===== src/rtl/scr1_pipe_ialu_mdu.sv =====
// Iterative RV multiply/divide unit: radix-2 shift-add multiply, restoring divide.
// Latency: result valid XLEN+2 cycles after accept; divide-by-zero/overflow shortcut gives 1 cycle.
// Backpressure: holds the result in DONE until res_ack_i and accepts nothing meanwhile; kill_i aborts.
module scr1_pipe_ialu_mdu #(
    parameter int XLEN             = 32,
    parameter bit FAST_DIV_SPECIAL = 1'b1
) (
    input  logic            clk,
    input  logic            rst_n,
    input  logic            cmd_vd_i,
    output logic            cmd_rdy_o,
    input  logic [2:0]      cmd_i,
    input  logic [XLEN-1:0] op1_i,
    input  logic [XLEN-1:0] op2_i,
    input  logic            kill_i,
    output logic            res_vd_o,
    output logic [XLEN-1:0] res_o,
    input  logic            res_ack_i
);
    localparam int CW = $clog2(XLEN + 1);

    typedef enum logic [1:0] {IDLE, CALC, CORR, DONE} state_t;

    state_t          state;
    logic [CW-1:0]   cnt;
    logic [2:0]      cmd_q;
    logic [XLEN-1:0] hi, lo, b, res_q;
    logic            neg_res, neg_rem;

    // Operand decode at accept time
    logic            is_div, op1_sgn, op2_sgn, s1, s2, div_zero, div_ovf;
    logic [XLEN-1:0] mag1, mag2, fast_res;

    always_comb begin
        is_div   = cmd_i[2];
        op1_sgn  = (cmd_i == 3'd1) || (cmd_i == 3'd2) || (cmd_i == 3'd4) || (cmd_i == 3'd6);
        op2_sgn  = (cmd_i == 3'd1) || (cmd_i == 3'd4) || (cmd_i == 3'd6);
        s1       = op1_sgn & op1_i[XLEN-1];
        s2       = op2_sgn & op2_i[XLEN-1];
        mag1     = s1 ? -op1_i : op1_i;
        mag2     = s2 ? -op2_i : op2_i;
        div_zero = is_div && (op2_i == '0);
        div_ovf  = is_div && !cmd_i[0] && (op1_i == {1'b1, {(XLEN-1){1'b0}}}) && (op2_i == '1);
        fast_res = '0;
        if (div_zero)
            fast_res = cmd_i[1] ? op1_i : '1;
        else if (div_ovf)
            fast_res = cmd_i[1] ? '0 : op1_i;
    end

    // One radix-2 step; hi:lo is the product or remainder:quotient pair
    logic [XLEN:0]   sum, shifted, diff;
    logic [XLEN-1:0] hi_n, lo_n;

    always_comb begin
        sum     = {1'b0, hi} + (lo[0] ? {1'b0, b} : '0);
        shifted = {hi, lo[XLEN-1]};
        diff    = shifted - {1'b0, b};
        hi_n    = '0;
        lo_n    = '0;
        if (cmd_q[2]) begin
            if (!diff[XLEN]) begin
                hi_n = diff[XLEN-1:0];
                lo_n = {lo[XLEN-2:0], 1'b1};
            end else begin
                hi_n = shifted[XLEN-1:0];
                lo_n = {lo[XLEN-2:0], 1'b0};
            end
        end else begin
            hi_n = sum[XLEN:1];
            lo_n = {sum[0], lo[XLEN-1:1]};
        end
    end

    // Sign correction and result selection
    logic [2*XLEN-1:0] prod_c;
    logic [XLEN-1:0]   quo_c, rem_c, corr_res;

    always_comb begin
        prod_c = neg_res ? -{hi, lo} : {hi, lo};
        quo_c  = neg_res ? -lo : lo;
        rem_c  = neg_rem ? -hi : hi;
        case (cmd_q)
            3'd0:                corr_res = prod_c[XLEN-1:0];
            3'd1, 3'd2, 3'd3:    corr_res = prod_c[2*XLEN-1:XLEN];
            3'd4, 3'd5:          corr_res = quo_c;
            default:             corr_res = rem_c;
        endcase
    end

    always_ff @(posedge clk or negedge rst_n) begin
        if (!rst_n) begin
            state   <= IDLE;
            cnt     <= '0;
            cmd_q   <= '0;
            hi      <= '0;
            lo      <= '0;
            b       <= '0;
            res_q   <= '0;
            neg_res <= 1'b0;
            neg_rem <= 1'b0;
        end else if (kill_i) begin
            state <= IDLE;
            cnt   <= '0;
            res_q <= '0;
        end else begin
            case (state)
                IDLE: if (cmd_vd_i) begin
                    cmd_q <= cmd_i;
                    // A zero divisor leaves the all-ones quotient unsigned
                    neg_res <= (s1 ^ s2) && !div_zero;
                    neg_rem <= s1;
                    if (FAST_DIV_SPECIAL && (div_zero || div_ovf)) begin
                        res_q <= fast_res;
                        state <= DONE;
                    end else begin
                        cnt   <= CW'(XLEN);
                        hi    <= '0;
                        lo    <= is_div ? mag1 : mag2;
                        b     <= is_div ? mag2 : mag1;
                        state <= CALC;
                    end
                end
                CALC: begin
                    hi  <= hi_n;
                    lo  <= lo_n;
                    cnt <= cnt - CW'(1);
                    if (cnt == CW'(1))
                        state <= CORR;
                end
                CORR: begin
                    res_q <= corr_res;
                    state <= DONE;
                end
                DONE: if (res_ack_i) begin
                    res_q <= '0;
                    state <= IDLE;
                end
                default: state <= IDLE;
            endcase
        end
    end

    assign cmd_rdy_o = (state == IDLE);
    assign res_vd_o  = (state == DONE);
    assign res_o     = res_vd_o ? res_q : '0;
endmodule


===== config.mk =====
export PLATFORM = sky130hd
export DESIGN_NAME = scr1_pipe_ialu_mdu
export DESIGN_NICKNAME = d
export VERILOG_FILES = /design/src/rtl/scr1_pipe_ialu_mdu.sv
export SDC_FILE = /design/constraint.sdc
export NUM_CORES = 1
export LEC_CHECK = 0
export CORE_MARGIN = 4
export CORE_UTILIZATION = 56
export CTS_BUF_LIST = sky130_fd_sc_hd__clkbuf_8
export DETAILED_ROUTE_END_ITERATION = 6
export PLACE_DENSITY = 0.82
export SLEW_MARGIN = 5
export SYNTH_ARGS = -nofsm -noshare
export SYNTH_HDL_FRONTEND = slang
export SYNTH_SLANG_ARGS = --single-unit

===== constraint.sdc =====
create_clock -name clk -period 3.3 [get_ports clk]
set_input_delay 0.66 -clock clk [delete_from_list [all_inputs] [get_ports clk]]
set_output_delay 0.66 -clock clk [all_outputs]
set_load 0.01 [all_outputs]

# After elaboration in Yosys (flattened, before gate mapping)
# Cells that the tools add are included.
# totals
register_bits	141
input_bits	72
out_inout_bits	34
word_cells	110
# op_classes
n_addsub	8
eq_ne	22
muxes	39
bitwise_logic	5
reduce_logical	27
# op_table
op	count
$mux W32	23
$pmux W32 S3	2
$neg A32 Y32	4
$pmux W32 S2	2
$eq A32 B32 Y1 const B	2
$mux W64	1
$neg A64 Y64	1
$add A32 B32 Y33	1
$sub A33 B32 Y33	1
$logic_not A32 Y1	1
$mux W6	3
$eq A3 B3 Y1 const B	4
$pmux W6 S2	1
$reduce_and A4 Y1	3
$mux W2	5
$eq A3 B2 Y1 const B	3
$reduce_and A3 Y1	3
$pmux W2 S4	1
$eq A3 B1 Y1 const B	2
$eq A6 B1 Y1 const B	1
$logic_or A1 B1 Y1	6
$ne A3 B2 Y1 const B	2
$ne A3 B3 Y1 const B	2
$sub A6 B1 Y6 const B	1
other kinds (17)	26

# Longest topological paths before layout
# Gate-level depths: netlist of run 1.
# logic_depth
depth_word	10
mapped_depth	15
depth_no_buf	14

# Worst setup path before layout of run 1
# No wires, ideal clock.
# synth_path
path_kind	register to register
start	register hi[24]
end	register hi[16]
setup_ps	130
t_arrival_ps	3172
required_time_ps	3170
setup_slack_ps	-2
path_stages_with_launch	13
path_buffers	1
period_less_slack_ps	3302
path_cell_list	dfrtp_1 ha_1 a21o_1 a21oi_1 o21ai_0 a221o_1 or4b_2 o311a_1 nand2_1 buf_2 mux2_2 a22oi_1 o21ai_0
# synth_via
elab_chain_len	4
# synth_rtl
element	line_no	text
start, declared	27	logic [XLEN-1:0] hi, lo, b, res_q;
start signal, assigned	125	hi <= hi_n;
$sub A33 B32 Y33	58	diff = shifted - {1'b0, b};
$mux W32	62	if (!diff[XLEN]) begin
$mux W32	61	if (cmd_q[2]) begin
$pmux W32 S2	107	case (state)
# Every way passes these cells.
# A chain may end at the register's enable or synchronous reset.

# Final worst setup path of run 1
# layout_path
start	register b[1]
end	register hi[31]
# layout_via
elab_chain_len	4
word_cells_on_any_way	6
classes_between	add/sub (2); mux (4)
# layout_rtl
element	line_no	text
start, declared	27	
start signal, assigned	120	b <= is_div ? mag2 : mag1;
$sub A33 B32 Y33 / $mux W32 (equally long branches)	58, 56	
$mux W32 / $add A32 B32 Y33 (equally long branches)	62, 56	
$mux W32 *	61	
$pmux W32 S2 *	107	
# Mark *: on every way between the ends. The rest lies on a longest branch, timed or not.

==> qor.csv, run 1 <==
metric;value;unit
RSZ-0062 raised after global routing;yes;
YS warnings;0;
Final Hold Violating Endpoints;0;
drt drc;4;
Pre-antenna DRT Iters;7;
Post-synth EDFFs;0;
worst slew pin tran;1000;ps
fmax;300;MHz
post-synthesis async set-or-reset flop share;1.00;
Worst Path Class, Setup;reg2reg;
first-pass GRT wire length;91600;um
Worst-Skew Late Latency;510;ps
top cells by area, synth;dfrtp_1 23%, a21oi_1 7.2%, o21ai_0 6.7%, ha_1 6.2%, nor2_1 6.2%;
vias in the first global route;16500;
share of layout cells above drive strength 1;0.240;
Clock Pin Slew Worst Setup and Hold Paths;120;ps
ys flop type;dfrtp_1;
Starting Density;0.575;
CTS Buffer Depth;2;
Die H;172;um
Worst Setup Start Kind;register;
Netlist cell types;75;
clk root buf;clkbuf_8;
syn_area_per_cell;7.40;um^2
cts hold-fix bufs;0;
WP data required;3710;ps
final count of pins violating max slew;0;
Chip Width;172;um
DRT antenna net count;0;
Total GRT Usage;0.398;
sequential area share after synthesis;0.233;
final core occ;0.768;
worst-path maximum fanout;2;
Max-Cap Viols;0;
htree depth;4;
Core Region;26400;um^2
top-area cell type share of the netlist area;0.233;
Placer Congestion;1.03;
Nets;2578;
status;complete, but fails checks;
WL/cell;22.6;um
Area Growth Syn to Fin;33.7;%
CTS tree;yes;
largest net degree at the start of global routing;76;
Iter 0 DRT Violations;2556;
Via density;6.52;
Setup WS pre-CTS;-530;ps
Layout Skew;27.6;ps
Die ar.;29700;um^2
row cnt;59;
final worst slack;-27.9;ps
Post-DP HPWL;47500;um
Num CTS Buffers;17;
port bufs;105;
pwr dens;1040;nW/um^2
VDD IR max;0.541;mV
CP Capture Type;register;
slew margin rel.;0.329;
# IOs;106;
period utilization;1.01;
WHS;138;ps
Tmin final;3330;ps
failing checks;design-rule violations, negative setup slack;
Critical Path AT;3740;ps
final wirelength;62800;um
via count;18100;
Final Setup Violations;2;
initial antenna violation count;1;
GR Overflow Total;0;
dpl cell area;18900;um^2
cells after synthesis;2047;
Hold Crit Class;in2async;
flops & latches, synth;141;
final instance area;20200;um^2
Net Count, Synth;2196;
Mapped Area;15100;um^2
clk sinks;141;
Leak;8.76;nW
Synth area leader;dfrtp_1;
[cell type report]
| class | instances | area (um^2) |
|---|---|---|
| Inverter | 77 | 294 |
| Clock buffer | 17 | 234 |
| Sequential cell | 141 | 3530 |
| Timing Repair Buffer | 501 | 4240 |
| Tap cell | 335 | 419 |
| Antenna cell | 2 | 5.00 |
| Clock inverter | 15 | 188 |
| Multi-Input combinational cell | 1691 | 11300 |
| Fill cell | 2010 | 6110 |
[worst paths after layout]
check | start | endpoint | slack [ps] | cells after the start
worst max register to register | b[1]$_DFFE_PN0P_ | hi[31]$_DFFE_PN0P_ | -30 | 14
worst max-delay path | b[1]$_DFFE_PN0P_ | hi[31]$_DFFE_PN0P_ | -30 | 14
worst min-delay path | rst_n | res_q[24]$_DFFE_PN0P_ | 140 | 1
worst min register to register | b[22]$_DFFE_PN0P_ | b[22]$_DFFE_PN0P_ | 490 | 2
min in group clk | b[22]$_DFFE_PN0P_ | b[22]$_DFFE_PN0P_ | 490 | 2
max in group asynchronous | rst_n | lo[29]$_DFFE_PN0P_ | 2320 | 2
[synth_stat cells (all sizes together) (15+ instances only)]
cell      n
inv      76
buf      23
and2     40
mux2     37
or3      29
dfrtp   141
o21ai   211
xnor2    93
nand3    41
o211ai   19
nor2    250
a22oi    15
a21oi   217
ha       75
mux2i    15
a211oi   45
nand2b   24
o31ai    36
a21o     23
xor2     97
clkbuf  115
nor4     15
nor3     39
nand4    19
nand2   155
a311oi   30
[metal layers]
layer | up-vias | GRT usage | part of all wire
li1 | 8165 | - | -
met1 | 8511 | 0.538 | 0.39
met3 | 236 | 0.0800 | 0.11
met4 | 0 | 0.159 | 0.051
met5 | - | 0 | 0
met2 | 1199 | 0.628 | 0.45
[registers in the layout, indices dropped and copies added (netlist names)]
name and count:
b 32, hi 32, lo 32, res_q 32
cnt 6, cmd_q 3, state 2, neg_rem 1
neg_res 1
[cells in the final DEF, fill, tap and decap left out, types with 9 or more instances in the layout]
cell             netlist  final
xor2_1                97     96
buf_4                  2    372
a311oi_1              30     27
buf_12                 0      9
o21ai_0              203    183
dfrtp_1              141    136
mux2i_1               15     14
nand2_1              155    152
a21oi_2                0     10
or3_1                 29     26
o31ai_1               36     30
buf_6                  3     13
a211oi_1              44     37
or4_1                 12     10
nor4_1                13     10
o41ai_1               13      9
a22o_1                10     10
and2_1                39     39
nor2b_1               12     11
a22oi_1               15     15
inv_1                 76     71
o21ai_1                8     22
o21a_1                11     11
clkdlybuf4s50_1        0    101
o211ai_1              19     19
mux2_2                37     37
a21oi_1              217    206
nand3_1               41     39
a21o_1                23     23
nor2_1               250    248
nand4_1               18     18
clkbuf_8               0     17
nand2b_1              24     22
ha_1                  75     66
xnor2_1               93     93
nor3_1                35     32
[logic make-up (layout without fill, tap and decap cells)]
family | after synthesis | count (layout) | synth area share
AOI/OAI and AO/OA | 707 | 707 | 0.289
and+or+nand+nor | 665 | 665 | 0.210
buffers and inverters | 215 | 610 | 0.0564
xor gates and xnor gates | 190 | 190 | 0.110
DFF | 141 | 141 | 0.233
adders and majority gates | 77 | 77 | 0.0646
muxes | 52 | 52 | 0.0374
other | 0 | 2 | 0
[power by group]
group	switching, W	internal, W
sequential	0.000917	0.00253
combinational	0.00906	0.00694
clock	0.000954	0.000591
total	0.0109	0.0101
[critical path, cell delays in order (launching register included)]
cell and delay (ps):
dfrtp_2 440, inv_2 90, ha_4 200, nor2b_4 120
o31a_1 320, a2111oi_4 390, buf_4 200, o41ai_4 70
o31ai_1 230, buf_4 180, o21ai_4 70, a221oi_2 300
xor2_1 110, o211a_1 260, o31ai_2 230
[repair_timing]
action | CTS | global route
gates cloned | 2 | 3
pin swaps | 15 | 48
endpoints found under the setup margin | 36 | 60
gates resized for setup | 41 | 112
hold endpoints to repair | 0 | 0
buffers inserted | 4 | 23
[metrics by stage]
| step | TNS [ps] | power (W) | instances |
|---|---|---|---|
| global route | -1440 | 0.0222 | 2777 |
| detailed placement | -40880 | 0.0173 | 2714 |
| global placement | -25260 | 0.0170 | 2714 |
| floorplan | 0 | 0.0120 | 2047 |
| finish | -52.3 | 0.0210 | 2779 |
| CTS | 0 | 0.0194 | 2752 |
(Power assumes the default switching activity.)
==> inputs of run 2 (changes only) <==
Settings changed: SLEW_MARGIN 5 to unset, TNS_END_PERCENT set to 10.
==> run 2 against run 1 <==
The flow finishes with violations (negative setup slack). Combinational power about the same. Sequential cell count unchanged. Sequential power about the same. Clock power about the same. Clock-buffer cell count unchanged. Via count down 0.65%. Worst hold slack worse by 0.89 ps. Total power down 1.6%. Critical path type unchanged. Critical endpoint unchanged. Largest power group unchanged. Highest routed layer unchanged.
==> qor.csv, run 2 (same netlist as run 1, synthesis figures left out) <==
metric;value;unit;change
status;complete, but fails checks;;
failing checks;negative setup slack;;
WL/cell;22.4;um;-0.90%
Sw Ratio;0.521;;about the same
Starting Density;0.575;;unchanged
first-pass GRT wire length;91600;um;unchanged
final core occ;0.758;;-0.0105
GR Overflow Total;0;;unchanged
Setup TNS;-40.0;ps;+12.3 ps
CTS tree;yes;;
Top Usage Layer GRT;met2;;
Max-Cap Viols;0;;unchanged
Post-DP HPWL;47500;um;unchanged
# IOs;106;;unchanged
pwr dens;1030;nW/um^2;-0.26%
htree depth;4;;unchanged
DRT antenna net count;0;;unchanged
Psw;0.0108;W;-1.6%
port bufs;105;;unchanged
CP Capture Type;register;;
Hold Crit Class;in2async;;
row cnt;59;;unchanged
# placed instances;2714;;unchanged
VDD IR max;0.535;mV;-1.0%
fin cells;2760;;-0.68%
share of layout cells above drive strength 1;0.231;;-0.00945
Final Setup Violations;2;;unchanged
number of diodes;0;;-2
Setup WS pre-CTS;-530;ps;unchanged
Nets;2561;;-0.66%
logic gate share of total power;0.759;;-0.003
Worst Setup Start Kind;register;;
via count;18000;;-0.65%
Via density;6.52;;about the same
RR Startpoint;b[1]$_DFFE_PN0P_;;
Chip Width;172;um;unchanged
Final Hold Violating Endpoints;0;;unchanged
clk sinks;141;;unchanged
final worst slack;-29.7;ps;-1.80 ps
footprint of the multi-input gates;11200;um^2;-0.70%
GR Layer Usage met3;0.0800;;unchanged
Pre-antenna DRT Iters;7;;unchanged
drt drc;0;;-4
CTS Buffer Depth;2;;unchanged
largest net degree at the start of global routing;76;;unchanged
most frequent cells in the layout;364 x buf_4, 248 x nor2_1, 207 x a21oi_1, 186 x o21ai_0, 151 x nand2_1;;
Die H;172;um;unchanged
Num CTS Buffers;17;;unchanged
Clock Pin Slew Worst Setup and Hold Paths;130;ps;about the same
Core Region;26400;um^2;unchanged
Leak;8.64;nW;-1.4%
internal power;0.00990;W;-1.6%
RSZ-0062 raised after global routing;yes;;
Die ar.;29700;um^2;unchanged
routing usage on met2;0.628;;unchanged
Worst Path Class, Setup;reg2reg;;
WP data required;3700;ps;about the same
Worst Setup SP;b[1]$_DFFE_PN0P_;;
initial antenna violation count;1;;unchanged
clk root buf;clkbuf_8;;
worst-path maximum fanout;2;;unchanged
Layout Skew;32.2;ps;+4.66 ps
sequential power share;0.167;;+0.003
final count of pins violating max slew;0;;unchanged
most common cell after layout, fill and taps aside;buf_4;;
fmax;300;MHz;about the same
Critical Path AT;3730;ps;about the same
Iter 0 DRT Violations;2760;;+8.0%
Area Growth Syn to Fin;31.9;%;
period utilization;1.01;;about the same
worst slew pin tran;1000;ps;+1.82 ps
final wirelength;61800;um;-1.6%
slew margin rel.;0.328;;-0.00122
Placer Congestion;1.03;;unchanged
Total GRT Usage;0.398;;unchanged
Worst-Skew Late Latency;510;ps;about the same
register area;3530;um^2;unchanged
met1 usage;0.538;;unchanged
Tmin final;3330;ps;+1.80 ps
Clk pwr share;0.074;;about the same
vias in the first global route;16500;;unchanged
fillers;2050;;+2.0%
[run 2: per-stage QoR]
stage	hold slack (ps)	instance area, um^2	power [W]
floorplan	364	15100	0.0120
global placement	465	18900	0.0170
detailed placement	475	18900	0.0173
CTS	171	19500	0.0194
global route	187	20000	0.0219
finish	137	20000	0.0206
[run 2: routing by layer]
metal	vias to the layer above	routed length [um]	part of all wire
li1	8140	-	-
met1	8434	24400	0.39
met2	1167	27400	0.44
met3	252	6770	0.11
met4	0	3240	0.052
met5	-	0	0
[run 2: cell type report]
class | count | share of cell area
Multi-Input combinational cell | 1691 | 0.563
Timing Repair Buffer | 484 | 0.203
Sequential cell | 141 | 0.177
Tap cell | 335 | 0.0210
Inverter | 77 | 0.0147
Clock buffer | 17 | 0.0117
Clock inverter | 15 | 0.00940
[run 2: power by group through the flow]
stage                     clock network [W]  logic, W  registers, W
after floorplan                           0   0.00887       0.00314
after global placement                    0    0.0136       0.00338
after detailed placement                  0    0.0139       0.00341
after CTS                           0.00152    0.0145       0.00338
after global routing                0.00159    0.0167       0.00352
final                               0.00153    0.0157       0.00344
[run 2: repair_timing]
item                       in CTS  in global routing
hold buffers                    0                  0
buffers inserted                4                  9
setup endpoints to repair      36                 60
gates cloned                    2                  0
pin swaps                      15                 43
gates resized for setup        40                 91
[run 2: worst paths after layout]
path | end | slack (ps) | depth (start not counted)
min in group clk | b[22]$_DFFE_PN0P_ | 500 | 2
min | res_q[24]$_DFFE_PN0P_ | 140 | 1
max in group asynchronous | lo[29]$_DFFE_PN0P_ | 2300 | 2
max reg2reg | hi[31]$_DFFE_PN0P_ | -30 | 14
min reg2reg | b[22]$_DFFE_PN0P_ | 500 | 2
max | hi[31]$_DFFE_PN0P_ | -30 | 14
[run 2: worst max-delay path: stages, from the launching register on]
cell       delay, ps
dfrtp_2          440
inv_2             90
ha_4             200
nor2b_4          120
o31a_1           320
a2111oi_4        390
buf_4            200
o41ai_4           70
o31ai_1          230
buf_4            180
o21ai_4           70
a221oi_2         300
xor2_1           100
o211a_1          250
o31ai_2          250
